**src/rtl/enemy_wave_controller.sv**
```systemverilog
// enemy_wave_controller: formation controller for descending enemy sprites (clk25 pixel domain).
// Latency: wave_start, kill requests and movement ticks all take effect on the following cycle.
// Backpressure: none; every hit_valid strobe gets exactly one ack/nack pulse one cycle later.
//
// Ports:
//   clk25, reset_n         clock and asynchronous active-low reset
//   wave_start             one-cycle pulse, (re)loads the formation and enters RUN
//   speed                  descent step per movement tick is speed+1 pixels
//   hit_valid, hit_idx     kill request strobe and target enemy index
//   kill_ack, kill_nack    one-cycle response to each kill request
//   fly_x_flat, fly_y_flat packed positions, enemy i at [i*COORD_W +: COORD_W]
//   fly_alive_flat         alive mask
//   escaped, escape_count  escape pulse and saturating escape tally
//   wave_clear, busy       wave-cleared pulse and wave-in-progress flag
//
// Optional feature: define ZIGZAG_EN to add the horizontal zig-zag sweep.
module enemy_wave_controller #(
  parameter int N_ENEMY     = 17,
  parameter int COORD_W     = 10,
  parameter int X_STEP      = 38,
  parameter int Y_STAGGER   = 4,
  parameter int SCREEN_H    = 480,
  parameter int SPRITE_H    = 32,
  parameter int MOVE_PERIOD = 32768,
  parameter int ZIG_AMP     = 8
) (
  input  logic                         clk25,
  input  logic                         reset_n,
  input  logic                         wave_start,
  input  logic [1:0]                   speed,
  input  logic                         hit_valid,
  input  logic [4:0]                   hit_idx,
  output logic                         kill_ack,
  output logic                         kill_nack,
  output logic [COORD_W*N_ENEMY-1:0]   fly_x_flat,
  output logic [COORD_W*N_ENEMY-1:0]   fly_y_flat,
  output logic [N_ENEMY-1:0]           fly_alive_flat,
  output logic                         escaped,
  output logic [7:0]                   escape_count,
  output logic                         wave_clear,
  output logic                         busy
);

  localparam int CNT_W = (MOVE_PERIOD > 1) ? $clog2(MOVE_PERIOD) : 1;
  localparam logic [CNT_W-1:0]   CNT_LAST = CNT_W'(MOVE_PERIOD - 1);
  localparam logic [COORD_W-1:0] Y_LIMIT  = COORD_W'(SCREEN_H - SPRITE_H);

  // Elaboration-time parameter sanity checks.
  if (N_ENEMY < 2 || N_ENEMY > 32) begin : g_bad_n_enemy
    $error("enemy_wave_controller: N_ENEMY must be 2..32");
  end
  if (MOVE_PERIOD < 2) begin : g_bad_period
    $error("enemy_wave_controller: MOVE_PERIOD must be >= 2");
  end
  if (SCREEN_H - SPRITE_H + 3 >= (1 << COORD_W)) begin : g_bad_coord_w
    $error("enemy_wave_controller: COORD_W too narrow, y could wrap");
  end
  if (ZIG_AMP < 1 || ZIG_AMP >= (1 << COORD_W)) begin : g_bad_zig_amp
    $error("enemy_wave_controller: ZIG_AMP out of range");
  end

  typedef enum logic [1:0] {
    S_IDLE  = 2'd0,
    S_RUN   = 2'd1,
    S_CLEAR = 2'd2
  } state_t;

  state_t             state;
  logic [CNT_W-1:0]   tick_cnt;
  logic [COORD_W-1:0] x_q [N_ENEMY];
  logic [COORD_W-1:0] y_q [N_ENEMY];
  logic [N_ENEMY-1:0] alive;

  logic               tick;
  logic               kill_ok;
  logic [N_ENEMY-1:0] hit_sel;
  logic [N_ENEMY-1:0] kill_vec;
  logic [N_ENEMY-1:0] escape_vec;
  logic [N_ENEMY-1:0] move_vec;
  logic [N_ENEMY-1:0] alive_nxt;
  logic [5:0]         escape_pop;
  logic [8:0]         escape_sum;
  logic [COORD_W-1:0] y_step;

  assign tick   = (state == S_RUN) && (tick_cnt == CNT_LAST);
  assign y_step = COORD_W'(speed) + COORD_W'(1);

  // A kill is resolved before the tick, so an enemy killed on its escape tick
  // is neither moved nor counted as escaped.
  always_comb begin
    hit_sel    = '0;
    kill_vec   = '0;
    escape_vec = '0;
    move_vec   = '0;
    escape_pop = '0;
    for (int i = 0; i < N_ENEMY; i++) begin
      hit_sel[i] = (hit_idx == 5'(i));
    end
    if (hit_valid && !wave_start && (state == S_RUN)) begin
      kill_vec = hit_sel & alive;
    end
    for (int i = 0; i < N_ENEMY; i++) begin
      if (tick && alive[i] && !kill_vec[i]) begin
        if (y_q[i] >= Y_LIMIT) begin
          escape_vec[i] = 1'b1;
        end else begin
          move_vec[i] = 1'b1;
        end
      end
      escape_pop = escape_pop + 6'(escape_vec[i]);
    end
    kill_ok    = |kill_vec;
    alive_nxt  = alive & ~kill_vec & ~escape_vec;
    escape_sum = {1'b0, escape_count} + 9'(escape_pop);
  end

`ifdef ZIGZAG_EN
  // Shared sweep offset: climbs to ZIG_AMP, falls back to 0, repeats.
  logic [COORD_W-1:0] zig_off;
  logic [COORD_W-1:0] zig_off_nxt;
  logic               zig_up;

  assign zig_off_nxt = zig_up ? (zig_off + COORD_W'(1)) : (zig_off - COORD_W'(1));

  always_ff @(posedge clk25 or negedge reset_n) begin
    if (!reset_n) begin
      zig_off <= '0;
      zig_up  <= 1'b1;
    end else if (wave_start) begin
      zig_off <= '0;
      zig_up  <= 1'b1;
    end else if (tick) begin
      zig_off <= zig_off_nxt;
      if ((zig_off_nxt == COORD_W'(ZIG_AMP)) || (zig_off_nxt == '0)) begin
        zig_up <= ~zig_up;
      end
    end
  end
`else
  // Without the zig-zag sweep, x stays at its wave_start position.
`endif

  always_ff @(posedge clk25 or negedge reset_n) begin
    if (!reset_n) begin
      state        <= S_IDLE;
      tick_cnt     <= '0;
      alive        <= '0;
      kill_ack     <= 1'b0;
      kill_nack    <= 1'b0;
      escaped      <= 1'b0;
      escape_count <= '0;
      wave_clear   <= 1'b0;
      busy         <= 1'b0;
      for (int i = 0; i < N_ENEMY; i++) begin
        x_q[i] <= '0;
        y_q[i] <= '0;
      end
    end else begin
      kill_ack   <= hit_valid && kill_ok;
      kill_nack  <= hit_valid && !kill_ok;
      escaped    <= 1'b0;
      wave_clear <= 1'b0;

      if (wave_start) begin
        state        <= S_RUN;
        busy         <= 1'b1;
        tick_cnt     <= '0;
        alive        <= '1;
        escape_count <= '0;
        // Columns stagger downward toward the middle of the formation.
        for (int i = 0; i < N_ENEMY; i++) begin
          x_q[i] <= COORD_W'(i * X_STEP);
          y_q[i] <= COORD_W'(((i < N_ENEMY - 1 - i) ? i : (N_ENEMY - 1 - i)) * Y_STAGGER);
        end
      end else begin
        case (state)
          S_RUN: begin
            tick_cnt <= tick ? '0 : (tick_cnt + CNT_W'(1));
            alive    <= alive_nxt;
            for (int i = 0; i < N_ENEMY; i++) begin
              if (move_vec[i]) begin
                y_q[i] <= y_q[i] + y_step;
`ifdef ZIGZAG_EN
                x_q[i] <= zig_up ? (x_q[i] + COORD_W'(1)) : (x_q[i] - COORD_W'(1));
`endif
              end
            end
            if (|escape_vec) begin
              escaped      <= 1'b1;
              escape_count <= escape_sum[8] ? 8'hFF : escape_sum[7:0];
            end
            // busy stays up through the one-cycle CLEAR state.
            if (alive_nxt == '0) begin
              state      <= S_CLEAR;
              wave_clear <= 1'b1;
            end
          end
          S_CLEAR: begin
            state    <= S_IDLE;
            busy     <= 1'b0;
            tick_cnt <= '0;
          end
          default: begin
            state    <= S_IDLE;
            busy     <= 1'b0;
            tick_cnt <= '0;
          end
        endcase
      end
    end
  end

  for (genvar g = 0; g < N_ENEMY; g++) begin : g_flat
    assign fly_x_flat[g*COORD_W +: COORD_W] = x_q[g];
    assign fly_y_flat[g*COORD_W +: COORD_W] = y_q[g];
  end
  assign fly_alive_flat = alive;

endmodule
```
**config.mk**
```make
export PLATFORM = sky130hd
export DESIGN_NAME = enemy_wave_controller
export DESIGN_NICKNAME = d
export VERILOG_FILES = /design/src/rtl/enemy_wave_controller.sv
export SDC_FILE = /design/constraint.sdc
export NUM_CORES = 1
export LEC_CHECK = 0
export BUFFER_PORTS_ARGS = -buffer_cell sky130_fd_sc_hd__buf_2
export CAP_MARGIN = 15
export CORE_ASPECT_RATIO = 1.5
export CORE_MARGIN = 1
export CORE_UTILIZATION = 30
export CTS_BUF_LIST = sky130_fd_sc_hd__clkbuf_4 sky130_fd_sc_hd__clkbuf_8
export DETAILED_ROUTE_END_ITERATION = 8
export MAX_ROUTING_LAYER = met4
export PLACE_DENSITY = 0.62
export SETUP_SLACK_MARGIN = 0.15
export SLEW_MARGIN = 20
export SYNTH_ARGS = -nofsm -noshare
export SYNTH_HDL_FRONTEND = slang
export SYNTH_SLANG_ARGS = --single-unit
```
**constraint.sdc**
```tcl
create_clock -name clk25 -period 13.15 [get_ports clk25]
set_input_delay 0 -clock clk25 [delete_from_list [all_inputs] [get_ports clk25]]
set_output_delay 0 -clock clk25 [all_outputs]
set_load 0.05 [all_outputs]
```
==> metrics.txt <==
status completed; area share of the largest cell type after synthesis 38.8%; WS Path Type reg2reg; achievable frequency 0.135 GHz; Worst Reg2Reg Path Length in Cells 20; Mapped Area 14100 µm²; critical-path cell list nor2b_1 > and3_1 > nand2_1 > or3_1 > fa_1 > inv_1 > fa_1 > inv_1 > fa_1 > fa_1 > inv_1 > fa_1 > ha_1 > fa_1 > a211o_1 > a21oi_1 > o31ai_1 > o21ai_0 > a211oi_1 > a311o_1; highest net fanout along the worst path 26; max-cap violation count 0; remaining max-slew budget at the tightest pin 25.1%; count of flip-flops with a built-in enable after synthesis 0; minimum clock period after layout 7.42 ns; WL per Instance 18.9 µm; Gates resized, CTS repair 0; endpoint of the most critical register-to-register path escape_count[2]; H-tree Lvls 2; Data arrival, critical path 7.86 ns; relative contribution of sequential cells to total power 43.1%; leading post-synthesis cells by cell area sky130_fd_sc_hd__dfrtp_1 (39%), sky130_fd_sc_hd__buf_4 (9.1%), sky130_fd_sc_hd__ha_1 (6.0%); clock tree from TritonCTS yes; number of synthesized register bits 218; DRT Pass-1 Iters 5; sum of net half-perimeters after detailed placement 31600 µm; final number of hold-violating endpoints 0; die outline height 267 µm; most instantiated library cell after synthesis sky130_fd_sc_hd__dfrtp_1; count of filler cells inserted in the layout 4710; global-route wire length before repair 66800 µm; total leakage power 7.66 nW; Std-Cell Core Area 46000 µm²; Top-Level Pins 381; Synth async-reset ratio 100%; PwrDens 96.9 nW/µm²; number of distinct library cells after synthesis 77; maximum number of buffers from clock root to sink 3; Initial Util 30.6%; Syn-to-layout area delta 14.9%; TritonCTS Sinks 218; required time of the critical path 13.59 ns; vias in the first global route 11.3k; quantity of I/O buffers inserted on ports 276; number of setup buffers added after CTS 0; cell internal power dissipation 0.00112 W; Routed met2 length 22200 µm; Final nets 1790; slowest library cell on the worst path sky130_fd_sc_hd__nor2b_1; part of the cycle the worst path needs 56.4%; cell with the most instances on the worst path sky130_fd_sc_hd__fa_1; Metal-1 WL 16600 µm; share of cells above drive strength 1 23.3%; hold buffer count at cts 3; startpoint type of the worst setup path register; hold slack 0.0137 ns; switching power as a share of total power 28.3%; antenna violation net count after detailed routing 0; total number of vias 11.7k; CP max stage delay 0.65 ns; worst-margin pin slew 1.11 ns; Finish-stage setup viols 0; post-route setup TNS 0 ns; floorplan die area 47700 µm²; Warnings, synthesis 0; num rows 96; part of the total power dissipated in combinational logic 9.6%; length of routed met3 wiring 2780 µm; Most used DFF post-synth sky130_fd_sc_hd__dfrtp_1; Avg Cell Area, Syn 9.58 µm²; combined global-route utilization of all metal layers 18.9%; DRC violations left 0; Hold WC Path Type in2async; Post-Synthesis Cells 1468; Root Driver sky130_fd_sc_hd__clkbuf_8; horizontal die dimension 179 µm; initial antenna violation count 3; Clk network pwr share 47.4%; net switching power figure 0.000443 W; Worst VDD drop 0.0000583 V; clock slew at the register clock pins of the worst setup and hold paths 0.07 ns; setup skew after layout 0.0424 ns; R2R Setup Slk 5.73 ns; number of max-slew violations in the final report 0; top cell types by occurrence after synthesis sky130_fd_sc_hd__dfrtp_1 (218), sky130_fd_sc_hd__nor2_1 (171), sky130_fd_sc_hd__buf_4 (170), sky130_fd_sc_hd__nand2_1 (74), sky130_fd_sc_hd__inv_1 (70); proportion of synthesized chip area in sequential cells 38.8%; maximum number of pins on one net before global-route repair 136; routed wire length 43600 µm; final global-route overflow total 0; CTS buffer count 40; RePlAce Congestion 0.903; Worst-Skew Late Latency 0.59 ns; average via count per standard cell 5.06; RR Startpoint state[1]; CP endpoint kind register; largest area contributor in the netlist sky130_fd_sc_hd__dfrtp_1; Top Metal Used met4; unrepaired setup endpoints after global routing no; count of routing violations after the opening detailed-route iteration 657
-- critical path: cells and delay by family, from the launching register on --
kind / cells / cell delay (ns)
DFF: 1 / 0.41
adders and majority gates: 7 / 3.20
AOI/OAI and AO/OA: 6 / 1.39
buffers and inverters: 3 / 0.17
and+or+nand+nor: 4 / 2.08
-- layer usage --
| metal | vias to the layer above | GRT usage, % |
|---|---|---|
| li1 | 5329 | - |
| met1 | 5729 | 21.0 |
| met2 | 492 | 31.8 |
| met3 | 104 | 3.89 |
| met4 | 0 | 9.37 |
| met5 | - | - |
-- logic make-up (layout without fill, tap and decap cells) --
logic type,count (synthesis),in the layout,share of synthesized area [%]
AOI/OAI and AO/OA,283,283,14.3
xor gates and xnor gates,106,106,6.60
adders and majority gates,96,96,10.1
buffers and inverters,297,439,12.7
DFF,218,218,38.8
muxes,28,28,2.12
other,1,107,0.0267
and+or+nand+nor,439,439,15.3
-- through the flow --
| step | utilization (%) | cell area (µm²) | power [W] | setup WS [ns] | instances |
|---|---|---|---|---|---|
| 2_1_floorplan | - | 14400 | 0.000821 | 6.83 | 1571 |
| 3_3_place_gp | 33.1 | 15200 | 0.000834 | 5.98 | 2226 |
| 3_5_place_dp | 33.1 | 15200 | 0.000836 | 5.80 | 2226 |
| 4_1_cts | 35.1 | 16100 | 0.00159 | 5.75 | 2301 |
| 5_1_grt | 35.1 | 16200 | 0.00163 | 5.25 | 2304 |
| 6_report | 35.1 | 16200 | 0.00157 | 5.73 | 2304 |
-- power groups by stage --
stage | clock network [W] | registers (W) | logic, W
global placement | 0 | 0.000686 | 0.000148
CTS | 0.000766 | 0.000674 | 0.000151
floorplan | 0 | 0.000689 | 0.000132
global route | 0.000795 | 0.000674 | 0.000163
detailed placement | 0 | 0.000686 | 0.000150
finish | 0.000742 | 0.000674 | 0.000150
-- area by class of cell --
type,count,area (µm²),area share [%]
repair buffers,297,1570,9.73
flip-flops and latches,218,5460,33.8
inverters,70,263,1.63
multi-input cells,1056,7210,44.7
clock inverters,5,90.1,0.558
diodes,3,7.51,0.0465
clock buffers,67,816,5.05
well taps,588,736,4.56
-- layout by cell type (no fill, tap or decap), types with 14 or more instances in the layout --
cell type,n
sky130_fd_sc_hd__nand3_1,39
sky130_fd_sc_hd__xor2_1,62
sky130_fd_sc_hd__nand2_1,74
sky130_fd_sc_hd__buf_2,274
sky130_fd_sc_hd__clkbuf_4,17
sky130_fd_sc_hd__clkbuf_8,50
sky130_fd_sc_hd__nor4_1,16
sky130_fd_sc_hd__o21ai_0,35
sky130_fd_sc_hd__mux2i_1,23
sky130_fd_sc_hd__or3_1,18
sky130_fd_sc_hd__a21oi_1,53
sky130_fd_sc_hd__fa_1,29
sky130_fd_sc_hd__and3_1,24
sky130_fd_sc_hd__a21o_1,25
sky130_fd_sc_hd__nor2_1,171
sky130_fd_sc_hd__a31oi_1,35
sky130_fd_sc_hd__nor3_1,19
sky130_fd_sc_hd__conb_1,104
sky130_fd_sc_hd__inv_1,69
sky130_fd_sc_hd__dfrtp_1,218
sky130_fd_sc_hd__a211oi_1,29
sky130_fd_sc_hd__nor2b_1,22
sky130_fd_sc_hd__and4_1,14
sky130_fd_sc_hd__xnor2_1,44
sky130_fd_sc_hd__ha_1,67
sky130_fd_sc_hd__buf_4,18
-- worst max-delay path by stage --
| stage | start | end | slack, ns | cells past startpoint |
|---|---|---|---|---|
| 5_1_grt | state[1] | escape_count[4] | 5.25 | 20 |
| 3_3_place_gp | state[0] | escape_count[4] | 5.98 | 20 |
| 6_report | state[1] | escape_count[2] | 5.73 | 20 |
| 4_1_cts | state[1] | escape_count[2] | 5.75 | 20 |
| 3_5_place_dp | state[0] | escape_count[2] | 5.80 | 20 |
| 2_1_floorplan | tick_cnt[2] | escape_count[5] | 6.83 | 23 |
-- sequential cells by signal (all words and copies together) (netlist names) --
signal,cells
fly_y_flat,170
state,2
fly_x_flat,1
escape_count,8
wave_clear,1
busy,1
escaped,1
kill_ack,1
fly_alive_flat,17
kill_nack,1
tick_cnt,15
Power figures use the tool's default switching activity.
